--- config.mk ---
export PLATFORM = sky130hd
export DESIGN_NAME = axi4_chk_len_fifo
export DESIGN_NICKNAME = d
export VERILOG_FILES = /design/src/rtl/axi4_chk_len_fifo.sv
export SDC_FILE = /design/constraint.sdc
export NUM_CORES = 1
export LEC_CHECK = 0
export ABC_AREA = 1
export BUFFER_PORTS_ARGS = -buffer_cell sky130_fd_sc_hd__buf_2
export CAP_MARGIN = 20
export CORE_MARGIN = 1.5
export CORE_UTILIZATION = 45
export CTS_CLUSTER_DIAMETER = 60
export DETAILED_ROUTE_END_ITERATION = 6
export GPL_TIMING_DRIVEN = 0
export MAX_ROUTING_LAYER = met4
export PLACE_DENSITY_LB_ADDON = 0.1
export SLEW_MARGIN = 10
export SYNTH_ARGS = -nofsm -noshare
export SYNTH_HDL_FRONTEND = slang
export SYNTH_SLANG_ARGS = --single-unit
--- constraint.sdc ---
create_clock -name clk -period 2 [get_ports clk]
set_clock_uncertainty 0.05 [all_clocks]
set_input_delay 0.2 -clock clk [delete_from_list [all_inputs] [get_ports clk]]
set_output_delay 0.2 -clock clk [all_outputs]
set_load 0.01 [all_outputs]
--- src/rtl/axi4_chk_len_fifo.sv ---
`default_nettype none
// ============================================================================
//  Module      : axi4_chk_len_fifo
//  Description : Synchronous FIFO holding AWLEN of accepted write bursts
//                whose data phase is not yet complete. Supports push and
//                pop in the same cycle; push when full / pop when empty
//                are ignored.
//  Ports       : clk, rst_n (sync, active low), push/din, pop/dout,
//                full, empty, count
//  Revision    : 1.0 - initial release
// ============================================================================
module axi4_chk_len_fifo #(
    parameter int DEPTH = 8,
    parameter int WIDTH = 8
) (
    input  logic                     clk,
    input  logic                     rst_n,
    input  logic                     push,
    input  logic [WIDTH-1:0]         din,
    input  logic                     pop,
    output logic [WIDTH-1:0]         dout,
    output logic                     full,
    output logic                     empty,
    output logic [$clog2(DEPTH):0]   count
);

    localparam int                c_PTR_W = $clog2(DEPTH);
    localparam logic [c_PTR_W:0]  c_FULL  = (c_PTR_W + 1)'(DEPTH);

    logic [WIDTH-1:0]   r_mem [DEPTH];
    logic [c_PTR_W-1:0] r_wptr;
    logic [c_PTR_W-1:0] r_rptr;
    logic [c_PTR_W:0]   r_count;
    logic               w_push;
    logic               w_pop;

    assign full   = (r_count == c_FULL);
    assign empty  = (r_count == '0);
    assign count  = r_count;
    assign dout   = r_mem[r_rptr];
    assign w_push = push && !full;
    assign w_pop  = pop && !empty;

    always_ff @(posedge clk) begin
        if (!rst_n) begin
            r_wptr  <= '0;
            r_rptr  <= '0;
            r_count <= '0;
            for (int i = 0; i < DEPTH; i++) r_mem[i] <= '0;
        end else begin
            if (w_push) begin
                r_mem[r_wptr] <= din;
                r_wptr        <= r_wptr + 1'b1;
            end
            if (w_pop) r_rptr <= r_rptr + 1'b1;
            case ({w_push, w_pop})
                2'b10:   r_count <= r_count + 1'b1;
                2'b01:   r_count <= r_count - 1'b1;
                default: ;
            endcase
        end
    end

endmodule
`default_nettype wire

Word-level counts from Yosys, hierarchy flattened
Memory sizes are Yosys's and may differ from the RTL's. A register that Yosys moved wholly into a read port is not among the register bits.
Index checks and enable logic that the tools add are counted.
{"block": "word_totals", "regBits": 10, "ramBits": 64, "out_inout_bits": 14, "memories": 1}
{"name": "r_mem", "words": 8, "word_bits": 8, "rd": 1, "rd_clocked_by_memory_dff": 1, "wr": 8, "line_no": "30", "text": "logic [WIDTH-1:0] r_mem [DEPTH];"}
{"block": "op_classes", "add_sub_neg": 4, "eq_ne": 3, "muxes": 10, "n_reduce_logical": 7}
{"operator": "3-bit two-way mux", "count": 3}
{"operator": "8-bit two-way mux", "count": 1}
{"operator": "4-bit one-hot mux with 2 select lines", "count": 1}
{"operator": "8-bit OR reduction", "count": 1}
{"operator": "3-bit by 1-bit adder with 3-bit output (second input constant)", "count": 2}
{"operator": "1-bit two-way mux", "count": 5}
{"operator": "4-bit by 1-bit adder with 4-bit output (second input constant)", "count": 1}
{"operator": "4-bit == test (second input constant)", "count": 1}
{"operator": "4-bit logical NOT", "count": 1}
{"operator": "4-bit by 1-bit subtractor with 4-bit output (second input constant)", "count": 1}
{"operator": "2-bit by 1-bit == test with 1-bit output (second input constant)", "count": 1}
{"operator": "2-bit == test (second input constant)", "count": 1}
{"operator": "1-bit logical AND", "count": 2}
{"operator": "1-bit logical NOT", "count": 2}
{"operator": "2-bit nonzero test", "count": 1}

Logic depth before layout (Yosys ltp)
{"block": "logic_depth", "depth_word": 8, "mapped_depth": 13}

Least setup slack after synthesis
No wires, ideal clock.
{"block": "synth_timing", "path_type": "flip-flop to flip-flop", "start": "reg r_count[1] (netlist: count[1])", "end": "reg r_count[3] (netlist: count[3])", "setup_time_ns": 0.109, "t_arrival_ns": 1.719, "required_ns": 1.841, "setup_slack_ns": 0.122, "stages_incl_launch_ff": 13, "path_buffers": 0, "cell_sequence": "dfxtp_1 > nor2_2 > nand3_1 > nand2_1 > inv_1 > ha_1 > ha_1 > a21oi_1 > nand2_1 > nand2_1 > nand3_1 > nand2_1 > inv_1"}
{"block": "synth_via", "elab_chain_len": 5, "word_cells_on_any_way": 12, "classes_between": "add/sub (2); eq/ne (3); mux (1); reduce/logical (6)"}
{"element": "start: declaration", "line_no": "33", "text": "logic [c_PTR_W:0] r_count;"}
{"element": "start signal: assignment", "line_no": "57", "text": "2'b10: r_count <= r_count + 1'b1;"}
{"element": "start signal: assignment", "line_no": "58", "text": "2'b01: r_count <= r_count - 1'b1;"}
{"element": "4-bit logical NOT (*)", "line_no": "38", "text": "assign empty = (r_count == '0);"}
{"element": "1-bit logical NOT (*)", "line_no": "42", "text": "assign w_pop = pop && !empty;"}
{"element": "1-bit logical AND (*)", "line_no": "42"}
{"element": "named net w_pop", "line_no": "35", "text": "logic w_pop;"}
{"element": "2-bit by 1-bit == test with 1-bit output / 2-bit == test (equally long branches)", "line_no": "56", "text": "case ({w_push, w_pop})"}
{"element": "4-bit one-hot mux with 2 select lines / 2-bit nonzero test (equally long branches)"}
The timed path passes the listed nets; every way through them passes the cells marked *.
A chain may end at the register's enable or synchronous reset.

==> flow_summary_export.csv <==
group,metric,value,unit
run_status,run_status,"completed",
floorplanning,io_pins,26,
floorplanning,dieArea,8690,um^2
route,wirelength,8.05,mm
critical_path,worstPathRequired,1750,ps
critical_path,cp_top_family,"flip-flops",
cts,ctsHoldBuffers,0,
yosys,synth_area_leaders,"edfxtp_1 52%, nor2_1 12%, dfxtp_1 7.1%",
timing,min_period,1910,ps
cts,clk_latency,340,ps
timing,fmax,523,MHz
cts,cts_buffers,9,
place,place_congestion,0.803,
floorplanning,dieWidth,93.2,um
timing,min_period_over_period,0.956,
cts,root_buffer,"clkbuf_8",
yosys,netlist_area,3660,um^2
cts,clk_pin_slew,70,ps
grt,grt_pass1_vias,2469,
place,portBuffers,25,
power,power.density,1150,nW/um^2
critical_path,worst-path-buf-inv,2,
critical_path,critPathKind,"reg2out",
flow_run,drv_cap,0,
cells_and_area,drive_above_1_share,0.186,
route,antenna_left,0,
cts,clock_path_buffers,2,
yosys,synth-seq-cells,77,
yosys,syn_nets,391,
timing,setup_viol,0,
grt,grt_max_degree,14,
critical_path,max_stage_delay,430,ps
critical_path,crit_chain,"buf_2 > o21ai_0 > o21ai_1 > nand2_1 > nand2_1 > buf_2",
power,max-vdd-ir-drop,574,uV
grt,grt_remaining_overflow,0,
cells_and_area,n_antenna_cell,0,
yosys,avgSynthCellArea,9.82,um^2
yosys,yosysTopAreaCell,"edfxtp_1",
timing,relSlewSlack,0.637,
grt,grtUsageMet2,0.345,
floorplanning,start_util,0.469,
cts,clkSinkCount,77,
yosys,yosysSeqAreaShare,0.596,
yosys,ys_warn_count,0,
timing,worst_pin_slew,544,ps
route,drtIter0Drc,84,
critical_path,critPathSlowestCell,"dfxtp_1",
floorplanning,die_height,93.2,um
worst_hold_path,min-delay-start,"rst_n",
cells_and_area,finalNonFillerCells,517,
grt,grt_pass1_wl,12.8,mm
critical_path,end_kind,"output port",
power,p_leak,1.75,nW
cells_and_area,final_cell_mix,"119 x nor2_1, 64 x edfxtp_1, 46 x nand2_1",
floorplanning,core_area,7810,um^2
floorplanning,rows,32,
critical_path,timing.rr.start,"count[1]",
yosys,syn_inst,373,
critical_path,cp.arrival,1660,ps
grt,grt_usage,0.212,
cts,htreeDepth,3,
grt,antenna_found_initial,0,
cells_and_area,nets,428,
cells_and_area,area_delta_synth_final,12.9,%
route,wire_per_inst,15.6,um
timing,rsz0062_at_grt,"true",
worst_hold_path,hp-class,"in2reg",
place,place_hpwl,5.75,mm
route,vias,2569,
cts,cts_tree,"done",
critical_path,start_kind,"flop",
grt,grt_util_met1,0.271,
timing,slew_viol_final,0,
grt,grtUsageMet3,0.0293,
yosys,ys_types,26,
place,dpl.cell_count,500,
grt,top_usage_layer,"met2",
route,drc,0,
timing,finalHoldViolations,0,
cells_and_area,final_common_cell,"nor2_1",
yosys,synth_top_area_frac,0.525,
route,vias_per_cell,4.97,
critical_path,cp_max_fo,10,
route,drt_pass1_iterations,4,
timing,setup_tns,0,ps
-- power by group --
group	total (mW)	internal, mW	switching, mW
registers	2.03	1.91	0.122
clock network	1.11	0.560	0.545
logic	1.62	0.574	1.05
-- flip-flops by register name, indices dropped and copies added, names as in the netlist, named ones only --
register  count
r_rptr        3
r_wptr        3
count         4
r_mem        64
-- tightest hold or removal path, delay by kind of cell --
family          cells  cell delay (ps)
buf+inv             1              130
compound gates      2              110
-- metrics by stage --
step	hold slack, ps	setup slack (ps)	instance area, um^2	util	power [mW]
after detailed placement	439	-73.0	3920	0.501	3.64
after CTS	78.6	2.35	4120	0.527	4.76
final	98.0	88.1	4130	0.529	4.75
after global routing	85.2	-21.8	4130	0.529	5.06
after global placement	435	-50.8	3920	0.501	3.62
after floorplan	286	122	3660	-	3.11
-- cell type report --
| type | instances | area, um^2 |
|---|---|---|
| multi-input combinational | 256 | 1300 |
| fill | 719 | 3670 |
| buffer | 12 | 77.6 |
| inverter | 28 | 124 |
| clock inverter | 3 | 18.8 |
| timing repair buffer | 26 | 133 |
| sequential | 77 | 2190 |
| clock buffer | 13 | 170 |
| tap | 102 | 128 |
-- final timing paths --
kind | slack, ps | cells after the start | to
hold / removal | 100 | 3 | count[1]
hold reg to reg | 450 | 2 | flop
setup / recovery | 90 | 6 | dout[7]
setup reg to reg | 130 | 9 | count[2]
-- metal layers --
layer,wire (um),up-vias
met5,0,-
met4,109,0
met3,399,10
met2,3950,44
met1,3590,1199
li1,-,1316
-- Yosys cell counts (all sizes together) --
| cell type | instances |
|---|---|
| edfxtp | 64 |
| nand3 | 15 |
| nor2 | 124 |
| fa | 1 |
| inv | 27 |
| ha | 5 |
| xnor2 | 1 |
| bufinv | 1 |
| clkbuf | 3 |
| dfxtp | 13 |
| o21ai | 54 |
| nand2 | 47 |
| xor2 | 2 |
| buf | 9 |
| a21oi | 7 |
-- kinds of logic after synthesis --
group | synth area share
simple gates | 0.236
flops | 0.596
compound gates | 0.0834
buf+inv | 0.0547
fa+ha+maj | 0.0225
xor+xnor | 0.00718
-- timing repair --
action,in CTS,in global routing
endpoints found under the setup margin,8,4
pin swaps,0,2
setup buffers,0,1
resized for setup,6,7
(Power assumes the default switching activity.)
